==> src/rtl/alu_flags_if.sv <==
// Issue/result bundle between the operand read ports and write-back for alu_flags_unit.
interface alu_flags_if #(
    parameter int WIDTH = 8
);
    logic             in_valid;
    logic             in_ready;
    logic [2:0]       op;
    logic [WIDTH-1:0] a;
    logic [WIDTH-1:0] b;
    logic             result_valid;
    logic [WIDTH-1:0] result;
    logic [WIDTH-1:0] result_hi;
    logic             flag_z;
    logic             flag_c;
    logic             flag_n;
    logic             flag_v;

    modport master (
        output in_valid, op, a, b,
        input  in_ready, result_valid, result, result_hi,
        input  flag_z, flag_c, flag_n, flag_v
    );

    modport slave (
        input  in_valid, op, a, b,
        output in_ready, result_valid, result, result_hi,
        output flag_z, flag_c, flag_n, flag_v
    );
endinterface

==> src/rtl/alu_flags_unit.sv <==
// Registered WIDTH-bit ALU with persistent Z/C/N/V flags, ADC/SBC carry chaining
// and a one-bit-per-cycle shift-add unsigned multiplier.
module alu_flags_unit #(
    parameter int WIDTH = 8
) (
    input logic        clk,
    input logic        rst_n,
    alu_flags_if.slave bus
);
    localparam int CW = (WIDTH > 1) ? $clog2(WIDTH) : 1;

    localparam logic [2:0] OP_ADD = 3'b000;
    localparam logic [2:0] OP_SUB = 3'b001;
    localparam logic [2:0] OP_ADC = 3'b010;
    localparam logic [2:0] OP_SBC = 3'b011;
    localparam logic [2:0] OP_AND = 3'b100;
    localparam logic [2:0] OP_OR  = 3'b101;
    localparam logic [2:0] OP_XOR = 3'b110;
    localparam logic [2:0] OP_MUL = 3'b111;

    typedef enum logic [1:0] {IDLE, MUL, DONE} state_t;

    state_t             state, state_nxt;
    logic               ready;
    logic               accept;
    logic               last_iter;
    logic [CW-1:0]      iter;
    logic [2*WIDTH-1:0] acc;
    logic [2*WIDTH-1:0] mcand;
    logic [WIDTH-1:0]   mplier;

    logic               rv_q;
    logic [WIDTH-1:0]   res_q, res_hi_q;
    logic               z_q, c_q, n_q, v_q;

    logic [WIDTH:0]     ext;
    logic               cin;
    logic               alu_c, alu_v;

    assign accept    = bus.in_valid && ready;
    assign last_iter = (iter == CW'(WIDTH - 1));

    always_ff @(posedge clk or negedge rst_n) begin
        if (!rst_n) state <= IDLE;
        else        state <= state_nxt;
    end

    always_comb begin
        state_nxt = state;
        case (state)
            IDLE:    if (accept && bus.op == OP_MUL) state_nxt = MUL;
            MUL:     if (last_iter) state_nxt = DONE;
            DONE:    state_nxt = IDLE;
            default: state_nxt = IDLE;
        endcase
    end

    always_comb begin
        ready = (state == IDLE);
    end

    // Carry-in comes straight from the flag register, so an op completing on the
    // same edge is already visible to the next ADC/SBC without a bypass path.
    always_comb begin
        cin   = bus.op[1] & c_q;
        ext   = '0;
        alu_c = 1'b0;
        alu_v = 1'b0;
        case (bus.op)
            OP_ADD, OP_ADC: begin
                ext   = {1'b0, bus.a} + {1'b0, bus.b} + {{WIDTH{1'b0}}, cin};
                alu_c = ext[WIDTH];
                alu_v = (bus.a[WIDTH-1] == bus.b[WIDTH-1]) && (ext[WIDTH-1] != bus.a[WIDTH-1]);
            end
            OP_SUB, OP_SBC: begin
                ext   = {1'b0, bus.a} - {1'b0, bus.b} - {{WIDTH{1'b0}}, cin};
                alu_c = ext[WIDTH];
                alu_v = (bus.a[WIDTH-1] != bus.b[WIDTH-1]) && (ext[WIDTH-1] != bus.a[WIDTH-1]);
            end
            OP_AND:  ext = {1'b0, bus.a & bus.b};
            OP_OR:   ext = {1'b0, bus.a | bus.b};
            OP_XOR:  ext = {1'b0, bus.a ^ bus.b};
            default: ext = '0;
        endcase
    end

    always_ff @(posedge clk or negedge rst_n) begin
        if (!rst_n) begin
            rv_q     <= 1'b0;
            res_q    <= '0;
            res_hi_q <= '0;
            z_q      <= 1'b0;
            c_q      <= 1'b0;
            n_q      <= 1'b0;
            v_q      <= 1'b0;
            iter     <= '0;
            acc      <= '0;
            mcand    <= '0;
            mplier   <= '0;
        end else begin
            rv_q <= 1'b0;
            case (state)
                IDLE: if (accept) begin
                    if (bus.op == OP_MUL) begin
                        mcand  <= {{WIDTH{1'b0}}, bus.a};
                        mplier <= bus.b;
                        acc    <= '0;
                        iter   <= '0;
                    end else begin
                        rv_q     <= 1'b1;
                        res_q    <= ext[WIDTH-1:0];
                        res_hi_q <= '0;
                        z_q      <= (ext[WIDTH-1:0] == '0);
                        c_q      <= alu_c;
                        n_q      <= ext[WIDTH-1];
                        v_q      <= alu_v;
                    end
                end
                MUL: begin
                    if (mplier[0]) acc <= acc + mcand;
                    mcand  <= mcand << 1;
                    mplier <= mplier >> 1;
                    iter   <= iter + CW'(1);
                end
                DONE: begin
                    rv_q     <= 1'b1;
                    res_q    <= acc[WIDTH-1:0];
                    res_hi_q <= acc[2*WIDTH-1:WIDTH];
                    z_q      <= (acc == '0);
                    c_q      <= |acc[2*WIDTH-1:WIDTH];
                    n_q      <= acc[2*WIDTH-1];
                    v_q      <= 1'b0;
                end
                default: ;
            endcase
        end
    end

    assign bus.in_ready     = ready;
    assign bus.result_valid = rv_q;
    assign bus.result       = res_q;
    assign bus.result_hi    = res_hi_q;
    assign bus.flag_z       = z_q;
    assign bus.flag_c       = c_q;
    assign bus.flag_n       = n_q;
    assign bus.flag_v       = v_q;
endmodule
==> src/flat_wrapper.sv <==
// flat-port wrapper written by rule: the top's interface ports become plain ports
module alu_flags_unit_flat 
#(
    parameter int WIDTH = 8
)
  (clk, rst_n, bus_in_valid, bus_op, bus_a, bus_b, bus_in_ready, bus_result_valid, bus_result, bus_result_hi, bus_flag_z, bus_flag_c, bus_flag_n, bus_flag_v);
  alu_flags_if #(.WIDTH(WIDTH)) bus_i ();
  input logic clk;
  input logic rst_n;
  input wire logic [$bits(bus_i.in_valid)-1:0] bus_in_valid;
  input wire logic [$bits(bus_i.op)-1:0] bus_op;
  input wire logic [$bits(bus_i.a)-1:0] bus_a;
  input wire logic [$bits(bus_i.b)-1:0] bus_b;
  output wire logic [$bits(bus_i.in_ready)-1:0] bus_in_ready;
  output wire logic [$bits(bus_i.result_valid)-1:0] bus_result_valid;
  output wire logic [$bits(bus_i.result)-1:0] bus_result;
  output wire logic [$bits(bus_i.result_hi)-1:0] bus_result_hi;
  output wire logic [$bits(bus_i.flag_z)-1:0] bus_flag_z;
  output wire logic [$bits(bus_i.flag_c)-1:0] bus_flag_c;
  output wire logic [$bits(bus_i.flag_n)-1:0] bus_flag_n;
  output wire logic [$bits(bus_i.flag_v)-1:0] bus_flag_v;
  assign bus_i.in_valid = bus_in_valid;
  assign bus_i.op = bus_op;
  assign bus_i.a = bus_a;
  assign bus_i.b = bus_b;
  assign bus_in_ready = bus_i.in_ready;
  assign bus_result_valid = bus_i.result_valid;
  assign bus_result = bus_i.result;
  assign bus_result_hi = bus_i.result_hi;
  assign bus_flag_z = bus_i.flag_z;
  assign bus_flag_c = bus_i.flag_c;
  assign bus_flag_n = bus_i.flag_n;
  assign bus_flag_v = bus_i.flag_v;
  alu_flags_unit #(.WIDTH(WIDTH)) u_core (.clk(clk), .rst_n(rst_n), .bus(bus_i));
endmodule
==> config.mk <==
export PLATFORM = sky130hd
export DESIGN_NAME = alu_flags_unit_flat
export DESIGN_NICKNAME = d
export VERILOG_FILES = /design/src/rtl/alu_flags_if.sv /design/src/rtl/alu_flags_unit.sv /design/src/flat_wrapper.sv
export SDC_FILE = /design/constraint.sdc
export NUM_CORES = 1
export LEC_CHECK = 0
export BUFFER_PORTS_ARGS = -buffer_cell sky130_fd_sc_hd__clkbuf_2
export CORE_UTILIZATION = 45
export CTS_CLUSTER_SIZE = 10
export DETAILED_ROUTE_END_ITERATION = 6
export GPL_TIMING_DRIVEN = 0
export PLACE_DENSITY = 0.63
export SETUP_SLACK_MARGIN = 0.15
export SLEW_MARGIN = 0
export SYNTH_ARGS = -nofsm -noshare
export SYNTH_HDL_FRONTEND = slang
export SYNTH_SLANG_ARGS = --single-unit
==> constraint.sdc <==
create_clock -name clk -period 5 [get_ports clk]
set_input_delay 1 -clock clk [delete_from_list [all_inputs] [get_ports clk]]
set_output_delay 1 -clock clk [all_outputs]
set_load 0.005 [all_outputs]
==> results of run 1 <==
layout make-up:
| class | count | area (µm²) | area share [%] |
|---|---|---|---|
| tap | 133 | 166.4 | 3.189 |
| sequential | 66 | 1652 | 31.65 |
| inverter | 35 | 131.4 | 2.517 |
| timing repair buffer | 44 | 245.2 | 4.699 |
| clock buffer | 10 | 127.6 | 2.445 |
| multi-input combinational | 389 | 2725 | 52.22 |
| buffer | 22 | 91.34 | 1.750 |
| clock inverter | 5 | 80.08 | 1.534 |
flip-flops by register name (all words and copies together) (netlist names):
| name | cells |
|---|---|
| u_core.bus.result_hi | 8 |
| u_core.mcand | 16 |
| u_core.bus.flag_z | 1 |
| u_core.acc | 16 |
| u_core.mplier | 8 |
| u_core.bus.flag_v | 1 |
| u_core.bus.result | 8 |
| u_core.bus.flag_n | 1 |
| u_core.iter | 3 |
| u_core.bus.flag_c | 1 |
| u_core.bus.result_valid | 1 |
| u_core.state | 2 |
cells by family (layout without fill, tap and decap cells):
kind of cell,count (synthesis),after routing
flip-flops,66,66
adder cells (fa/ha/maj),52,52
buffers and inverters,57,116
XOR/XNOR,24,24
multiplexers,12,12
AND/OR/NAND/NOR,143,143
AO/OA/AOI/OAI,158,158
power by group through the flow:
| stage | clock [W] | sequential (W) | combinational, W |
|---|---|---|---|
| finish | 0.000482 | 0.000974 | 0.00143 |
| global route | 0.000507 | 0.00100 | 0.00164 |
| CTS | 0.000488 | 0.000970 | 0.00143 |
| detailed placement | 0 | 0.000979 | 0.00142 |
| global placement | 0 | 0.000970 | 0.00138 |
| floorplan | 0 | 0.000903 | 0.00109 |
cell usage in the layout, fill, tap and decap left out, types with 7 or more instances in the layout:
cell / count
dfrtp_1: 66
nand2_1: 49
nor2_1: 48
ha_1: 47
o21ai_0: 45
clkbuf_2: 42
inv_1: 35
o22ai_1: 22
a21oi_1: 21
clkbuf_1: 15
xnor2_1: 15
mux2i_1: 12
xor2_1: 9
o21a_1: 9
clkbuf_8: 9
a22o_1: 8
buf_2: 7
nand3_1: 7
a22oi_1: 7
metrics by stage:
stage	hold WS, ns	util (%)	setup slack (ns)	instances	total power, W
final	0.4572	53.15	1.365	704	0.002888
after global routing	0.4441	53.15	1.179	704	0.003150
after CTS	0.4452	53.15	1.421	704	0.002888
after detailed placement	0.4872	51.03	1.065	689	0.002397
after global placement	0.4751	50.73	1.108	688	0.002353
after floorplan	0.4666	-	1.626	512	0.001995
worst max-delay path, cell delays in order:
cell      delay (ns)
clkbuf_2        0.10
buf_2           0.30
nand2_1         0.15
fa_1            0.45
fa_1            0.45
o211ai_1        0.37
a21oi_1         0.12
a31o_2          0.23
a22oi_1         0.25
nand2_1         0.08
and4_1          0.16
a31o_1          0.21
layer usage:
metal,track usage [%],up-vias,wire (µm)
met2,35.90,86,5039
met4,6.826,0,206
met1,32.52,1894,5579
met3,4.407,19,562
li1,-,1951,-
met5,0,-,0
worst paths after layout:
check                                     endpoint  slack, ns
hold reg to reg                   u_core.mplier[2]       0.50
max in group asynchronous          u_core.mcand[8]       4.03
setup reg to reg                 u_core.bus.flag_z       1.97
setup / recovery                 u_core.bus.flag_z       1.37
min in group clk                  u_core.mplier[2]       0.50
hold / removal             u_core.bus.result_hi[4]       0.46
==> run summary, run 1 <==
Synth Area in Simple Gates: 14.23%
Reg power frac: 33.7%
WL/cell: 16.17 µm
Via Count: 3,950
Antenna cells: 0
Seq/Total Area, Yosys: 35.91%
Initial Util: 46.84%
Max frequency: 0.2751 GHz
Pint: 0.001647 W
Die X-Extent: 103.1 µm
First-pass GRT wire length: 18.57 mm
Vias in the first global route: 3,804
Clock-pin slew on the worst setup and hold paths: 0.08 ns
DP Area: 5011 µm²
PD cells: 553.4 nW/µm²
Layout net count: 641
Die Ht: 103.1 µm
1st-pass router iterations: 4
Crit share post-route: 72.70%
RSZ-0062 raised after global routing: false
Asr flop ratio synth: 100.0%
Net Sw Frac: 42.96%
DRT antenna net count: 0
Worst setup EP type: flop
Net count after synthesis: 586
Total Die Area: 10,630 µm²
Status: complete, no violations
Max transition margin: 63.04%
Yosys top cell area share: 35.91%
CP arrival: 3.88 ns
Max VDD drop: 0.2518 mV
DRT iter0 DRCs: 237
GR Overflow Total: 0
Post-synthesis cell area: 4599 µm²
Worst Max-Slew Pin Slew: 0.5543 ns
Syn Inst Count: 512
Clock tree sinks: 66
Core Region: 9819 µm²
Compound-cell area share of the yosys netlist: 22.88%
Switching Power: 0.001241 W
Max Cap Viol: 0
Combinational fraction of design power: 49.6%
Pleak: 2.452 nW
IO Pins: 44
Fin area: 5219 µm²
Critical path type: in2reg
Post-synthesis cell type count: 53
Post-Synth Adder-Cell Area: 14.96%
Average size of a mapped cell: 8.983 µm²
Worst setup startpoint: bus_op[1]
Largest family of logic cells by synthesized area: compound AO/OA/AOI/OAI gates
Tmin final: 3.635 ns
Crit Path Max Fanout: 10
Area Growth Syn to Fin: 13.47%
Initial antenna violation count: 0
Clock Power Share: 16.7%
Reg2reg start: u_core.bus.flag_c
Total Wirelength: 11.39 mm
Gpl congestion: 0.9096
Startpoint class of the critical path: primary input
Post-synth top cells: dfrtp_1 (66), nand2_1 (49), nor2_1 (48), ha_1 (47), o21ai_0 (45)
Hold crit path type: in2async
H-tree depth: 3
Yosys reg bits: 66
Largest cells by area after synthesis: dfrtp_1 (36%), ha_1 (13%), o21ai_0 (4.9%)
Max clock buf depth: 2
Share of cells above drive strength 1: 13.13%
DRC viols: 0
Layout fillers: 971
PostCTS Resize Cnt: 0
Synth Flop Type: dfrtp_1
Vias per cell: 5.611
TritonCTS Buffers: 9
Setup TNS: 0 ns
Root Driver: clkbuf_8
Hold violation count in the final report: 0
XOR/XNOR Fraction of Synth Area: 4.570%
Multiplexer share of the synthesized area: 2.612%
Dpl hpwl: 8.775 mm
Number of core rows: 36
Clk_lat worst skew: 0.35 ns
Critical path required time: 5.25 ns
R2R cell count: 10
Post-synth EDFFs: 0
PortBufs: 43
Clock skew: 0.01184 ns
Post-CTS setup buffer count: 0
Most frequent cell after synthesis: dfrtp_1
Largest area contributor in the netlist: dfrtp_1
CTS Hold Bufs: 0
Max-slew violation count: 0
Total number of yosys warnings: 0
Finish-stage setup viols: 0
Largest net degree at the start of global routing: 66
CTS tree: yes
Gr usage total: 23.04%
(Power assumes the default switching activity.)
==> run 2, diff against run 1 <==
Settings changed: ABC_AREA from default to 1.
Clock period 5 ns to 3.55 ns, I/O delays scaled along.
==> run 2 against run 1 <==
Compared with the run above:
- final area rose by 2.0%
- register-to-register slack got worse by 1.3 ns
- worst setup slack got worse by 0.81 ns
- synthesized cell count rose by 23%
- critical endpoint is now u_core.bus.flag_n
- combinational power rose by 58%
- hold slack improved by 0.038 ns
- critical path type unchanged
- largest power group unchanged
==> run summary, run 2 <==
Post-Synth Adder-Cell Area: 14.49% (-0.47 points)
GR Overflow Total: 0 (unchanged)
Pleak: 2.806 nW (+14%)
Synth Flop Type: dfrtp_1
1st-pass router iterations: 7 (+3)
Pre-CTS WS: 0.1906 ns (-0.8747 ns)
Root Driver: clkbuf_8
End of the critical path: u_core.bus.flag_n
Setup ws final: 0.5558 ns (-0.8092 ns)
Area of the multi-input gates: 2641 µm² (-3.1%)
Asr flop ratio synth: 100.0% (unchanged)
FF/Latch Area: 1652 µm² (unchanged)
Yosys reg bits: 66 (unchanged)
Tmin final: 2.994 ns
Post-synth EDFFs: 0 (unchanged)
Antenna cells: 0 (unchanged)
Clk_lat worst skew: 0.34 ns (about the same)
DRC viols: 0 (unchanged)
Number of core rows: 37 (+2.8%)
DRT iter0 DRCs: 327 (+38%)
Worst R2R End: u_core.bus.flag_n
Finish-stage setup viols: 0 (unchanged)
Net count after synthesis: 705 (+20%)
Clock-pin slew on the worst setup and hold paths: 0.08 ns (about the same)
Crit Path Max Fanout: 7 (-3)
Average size of a mapped cell: 7.525 µm² (-16%)
CP arrival: 3.19 ns (-0.69 ns)
Setup TNS: 0 ns (unchanged)
Post-synthesis cell area: 4748 µm² (+3.2%)
PD cells: 788.9 nW/µm² (+43%)
Total Wirelength: 12.52 mm (+9.9%)
Clock tree sinks: 66 (unchanged)
XOR/XNOR Fraction of Synth Area: 1.476% (-3.1 points)
RSZ-0062 raised after global routing: false
First-pass GRT wire length: 20.73 mm (+12%)
Worst setup startpoint: bus_op[1]
Max transition margin: 39.58% (-23 points)
Commonest non-fill, non-tap cell in the layout: nand2_1
PortBufs: 42 (-2.3%)
Gr usage total: 24.43% (+1.4 points)
Reg2reg start: u_core.bus.flag_c
Worst setup EP type: flop
WL/cell: 15.17 µm (-6.2%)
Final Non-Filler Cells: 825 (+17%)
R2R cell count: 13 (+3)
Total Die Area: 10,970 µm² (+3.2%)
Via Count: 4,415 (+12%)
Largest net degree at the start of global routing: 67 (+1.5%)
Synth Area in Simple Gates: 24.16% (+9.9 points)
Clock skew: 0.008620 ns (-0.003218 ns)
Yosys top cell area share: 34.78% (-1.1 points)
PostCTS Resize Cnt: 0 (unchanged)
Max frequency: 0.3340 GHz
Top Registers: u_core.acc (16), u_core.mcand (16)
Initial antenna violation count: 0 (unchanged)
Layout fillers: 1,063 (+9.5%)
R2R Setup Slk: 0.67 ns (-1.30 ns)
Gpl congestion: 0.9889 (+8.7%)
Total number of yosys warnings: 0 (unchanged)
Most frequent cell after synthesis: nand2_1
Critical path type: in2reg
Compound-cell area share of the yosys netlist: 15.49% (-7.4 points)
Startpoint class of the critical path: primary input
Multiplexer share of the synthesized area: 0% (-2.6 points)
Dpl hpwl: 9.926 mm (+13%)
Die Ht: 104.7 µm (+1.6%)
Critical path required time: 3.75 ns (-1.50 ns)
Max clock buf depth: 2 (unchanged)
Syn Inst Count: 631 (+23%)
Core Region: 10,280 µm² (+4.7%)
Hold crit path type: reg2reg
Worst Max-Slew Pin Slew: 0.9063 ns (+0.3519 ns)
Vias per cell: 5.352 (-4.6%)
Post-CTS setup buffer count: 0 (unchanged)
Share of cells above drive strength 1: 13.06% (-0.072 points)
Die X-Extent: 104.7 µm (+1.6%)
Status: complete, no violations
Post-synthesis cell type count: 38 (-28%)
Area Growth Syn to Fin: 12.15%
TritonCTS Buffers: 9 (unchanged)
Seq/Total Area, Yosys: 34.78% (-1.1 points)
Crit share post-route: 84.34%
Largest area contributor in the netlist: dfrtp_1
Max-slew violation count: 0 (unchanged)
Most frequent cells in the layout: nand2_1 (126), inv_1 (94), dfrtp_1 (66), nor2_1 (62), nand3_1 (49)
Hold violation count in the final report: 0 (unchanged)
Largest family of logic cells by synthesized area: simple AND/OR/NAND/NOR gates
Largest cells by area after synthesis: dfrtp_1 (35%), ha_1 (12%), nand2_1 (10%)
H-tree depth: 3 (unchanged)
CTS tree: yes
Max Cap Viol: 0 (unchanged)
Vias in the first global route: 4,136 (+8.7%)
DRT antenna net count: 0 (unchanged)
CTS Hold Bufs: 0 (unchanged)
Max VDD drop: 0.4020 mV (+60%)
IO Pins: 44 (unchanged)
Post-synth top cells: nand2_1 (126), inv_1 (94), dfrtp_1 (66), nor2_1 (62), nand3_1 (49)
Placed cell count: 809 (+17%)
Initial Util: 46.20% (-0.64 points)
Layout net count: 758 (+18%)
==> run 2: metal layers <==
metal	GRT usage, %	share of wire [%]
met5	0	0
met3	5.053	6.4
met2	35.62	42
met4	7.746	1.8
met1	36.08	50
==> run 2: how the worst min path moves through the flow <==
stage,from,cells after the start,endpoint,slack (ns)
6_report,u_core.bus.result_hi[3],2,u_core.bus.result_hi[3],0.49
5_1_grt,u_core.bus.result_hi[7],2,u_core.bus.result_hi[7],0.52
4_1_cts,u_core.bus.result_hi[2],2,u_core.bus.result_hi[2],0.50
3_5_place_dp,u_core.bus.result_hi[7],2,u_core.bus.result_hi[7],0.48
3_3_place_gp,u_core.bus.flag_v,2,u_core.bus.flag_v,0.47
2_1_floorplan,rst_n,0,u_core.acc[0],0.41
==> run 2: report_power, final <==
part	switching [W]	internal [W]	total, W
logic	0.00139	0.000878	0.00226
clock network	0.000297	0.000323	0.000620
registers	0.000244	0.00107	0.00132
total	0.00193	0.00227	0.00420
==> run 2: worst max-delay path: stages <==
cell	delay (ns)
clkbuf_2	0.15
nand2_1	0.12
inv_1	0.06
fa_1	0.55
inv_1	0.06
ha_1	0.17
o21ai_0	0.23
nand2_1	0.15
nand2_1	0.11
nand3_1	0.16
nand3_1	0.13
nand2_1	0.07
o21ai_0	0.38
o211ai_1	0.15
==> run 2: metrics by stage <==
step	utilization, %	cell area [µm²]	power [W]	hold slack (ns)
6_report	51.81	5325	0.004201	0.4950
5_1_grt	51.81	5325	0.004608	0.5183
4_1_cts	51.81	5325	0.004216	0.5010
3_5_place_dp	49.93	5131	0.003577	0.4812
3_3_place_gp	49.90	5129	0.003512	0.4679
2_1_floorplan	-	4748	0.002948	0.4144
==> run 2: logic make-up after synthesis <==
kind of cell | after synthesis
simple gates | 265
fa+ha+maj | 52
buf+inv | 115
compound gates | 125
flops | 66
xor+xnor | 8
==> run 2: cell type report <==
class,count,area share [%]
inverters,104,7.331
repair buffers,42,3.994
well taps,136,3.195
multi-input cells,450,49.60
clock buffers,9,2.326
clock inverters,7,1.316
plain buffers,11,1.222
flip-flops and latches,66,31.01
==> run 3, diff against run 2 <==
Clock period 3.55 ns to 2.89 ns, I/O delays scaled along.
==> run 3 against run 2 <==
Compared with the run above:
- wire length increased by 0.18%
- non-clock buffer count unchanged
- count of clock-buffer cells in the layout stayed put
- clock skew decreased by 0.00068 ns
- global-route usage did not move
- power grew 23%
- sequential power increased by 23%
- worst setup slack worse by 0.25 ns
- hold slack worse by 0.12 ns
- combinational power up 23%
- sequential share of layout area is 0.080 points lower
- register-to-register slack worse by 0.36 ns
- largest power group unchanged
- highest routed layer unchanged
==> run summary, run 3 (same netlist as run 2, synthesis figures left out) <==
Worst setup EP type: flop
Finish-stage setup viols: 0 (unchanged)
Clock-pin slew on the worst setup and hold paths: 0.08 ns (about the same)
Tmin final: 2.581 ns
Hold violation count in the final report: 0 (unchanged)
IO Pins: 44 (unchanged)
Clock Power Share: 14.7% (about the same)
Setup ws final: 0.3093 ns (-0.2465 ns)
Area of the multi-input gates: 2655 µm² (+0.52%)
Pleak: 2.809 nW (+0.12%)
Final Util: 51.95% (+0.13 points)
PD cells: 968.6 nW/µm² (+23%)
Pint: 0.002799 W (+23%)
Area Growth Syn to Fin: 12.44%
First-pass GRT wire length: 20.73 mm (unchanged)
Total Wirelength: 12.54 mm (+0.18%)
R2R Setup Slk: 0.31 ns (-0.36 ns)
Antenna cells: 0 (unchanged)
H-tree depth: 3 (unchanged)
R2R cell count: 13 (unchanged)
Hold crit path type: in2async
Reg power frac: 31.3% (about the same)
Vias per cell: 5.378 (+0.50%)
Status: complete, no violations
Top Registers: u_core.acc (16), u_core.mcand (16)
Gpl congestion: 0.9889 (unchanged)
Combinational fraction of design power: 54.0% (about the same)
Worst R2R End: u_core.bus.flag_n
Commonest non-fill, non-tap cell in the layout: nand2_1
Share of cells above drive strength 1: 13.64% (+0.58 points)
Final Non-Filler Cells: 825 (unchanged)
Critical path type: reg2reg
PortBufs: 42 (unchanged)
Clock tree sinks: 66 (unchanged)
WL/cell: 15.20 µm (+0.18%)
Placed cell count: 809 (unchanged)
Layout fillers: 1,062 (-0.094%)
Number of core rows: 37 (unchanged)
Clk_lat worst skew: 0.34 ns (about the same)
Via Count: 4,437 (+0.50%)
Startpoint class of the critical path: flop
DRT iter0 DRCs: 365 (+12%)
Setup TNS: 0 ns (unchanged)
Switching Power: 0.002373 W (+23%)
Layout net count: 758 (unchanged)
Net Sw Frac: 45.88% (about the same)
RSZ-0062 raised after global routing: false
Crit Path Max Fanout: 3 (-4)
DRT antenna net count: 0 (unchanged)
Pre-CTS WS: -0.3374 ns (-0.5280 ns)
Max transition margin: 40.02% (+0.44 points)
Die Ht: 104.7 µm (unchanged)
Clock skew: 0.007944 ns (-0.0006757 ns)
Final Power: 0.005171 W (+23%)
FF/Latch Area: 1652 µm² (unchanged)
Die X-Extent: 104.7 µm (unchanged)
GR Overflow Total: 0 (unchanged)
Crit share post-route: 89.30%
Initial antenna violation count: 0 (unchanged)
Max VDD drop: 0.4952 mV (+23%)
Dpl hpwl: 9.926 mm (unchanged)
Initial Util: 46.20% (unchanged)
Vias in the first global route: 4,136 (unchanged)
Gr usage total: 24.43% (unchanged)
Max-slew violation count: 0 (unchanged)
Max frequency: 0.3875 GHz
Total Die Area: 10,970 µm² (unchanged)
Reg2reg start: u_core.bus.flag_c
Max clock buf depth: 2 (unchanged)
Largest net degree at the start of global routing: 67 (unchanged)
CTS Hold Bufs: 0 (unchanged)
DRC viols: 0 (unchanged)
Critical path required time: 3.10 ns (-0.65 ns)
Worst Max-Slew Pin Slew: 0.8997 ns (-0.006616 ns)
Root Driver: clkbuf_8
TritonCTS Buffers: 9 (unchanged)
Core Region: 10,280 µm² (unchanged)
Max Cap Viol: 0 (unchanged)
1st-pass router iterations: 5 (-2)
CTS tree: yes
CP arrival: 2.79 ns (-0.40 ns)
Most frequent cells in the layout: nand2_1 (125), inv_1 (94), dfrtp_1 (66), nor2_1 (62), nand3_1 (49)
## run 3: cell counts in the layout (fill, tap and decap cells not counted)
No cell type changed its count.
## run 3: worst max-delay path by stage
stage	start	endpoint	slack, ns	depth (start not counted)
floorplan	bus_op[1]	u_core.bus.flag_n	0.41	13
global placement	bus_op[1]	u_core.bus.result[7]	-0.27	14
detailed placement	bus_op[1]	u_core.bus.flag_n	-0.34	14
CTS	u_core.bus.flag_c	u_core.bus.flag_n	0.20	13
global route	u_core.bus.flag_c	u_core.bus.flag_n	0.13	13
finish	u_core.bus.flag_c	u_core.bus.flag_n	0.31	13
## run 3: cell type report
class / instances / area share [%]
Clock buffer: 9 / 2.320
Inverter: 104 / 7.312
Multi-Input combinational cell: 450 / 49.73
Sequential cell: 66 / 30.94
Timing Repair Buffer: 42 / 3.984
Clock inverter: 7 / 1.312
Tap cell: 136 / 3.187
Buffer: 11 / 1.219
## run 3: power groups by stage
stage | combinational [W] | clock [W] | sequential [W]
after global routing | 0.00317 | 0.000831 | 0.00167
after global placement | 0.00270 | 0 | 0.00161
final | 0.00279 | 0.000763 | 0.00162
after detailed placement | 0.00277 | 0 | 0.00162
after floorplan | 0.00208 | 0 | 0.00154
after CTS | 0.00278 | 0.000785 | 0.00161
## run 3: metrics by stage
step / instance area, µm² / hold WS (ns)
after floorplan: 4748 / 0.2824
after global placement: 5129 / 0.4679
after detailed placement: 5131 / 0.4812
after CTS: 5329 / 0.4105
after global routing: 5339 / 0.4536
final: 5339 / 0.3773
## run 3: layer usage
| metal | GRT usage (%) | vias up | wire length, µm |
|---|---|---|---|
| li1 | - | 2198 | - |
| met1 | 36.08 | 2091 | 6217 |
| met2 | 35.62 | 127 | 5259 |
| met3 | 5.053 | 21 | 827 |
| met4 | 7.746 | 0 | 237 |
| met5 | 0 | - | 0 |
## run 3: critical path, cell delays in order (launching register included)
cell,delay [ns]
dfrtp_1,0.40
nand2_1,0.11
inv_1,0.06
fa_1,0.55
inv_1,0.06
ha_1,0.18
o21ai_2,0.18
nand2_2,0.10
nand2_1,0.09
nand3_1,0.17
nand3_1,0.13
nand2_1,0.09
o21ai_2,0.22
o211ai_1,0.11
## run 3: repair_timing
| action | CTS | global route |
|---|---|---|
| pin swaps | 0 | 0 |
| gates resized for setup | 3 | 4 |
| buffers inserted | 0 | 0 |
| setup endpoints to repair | 3 | 5 |
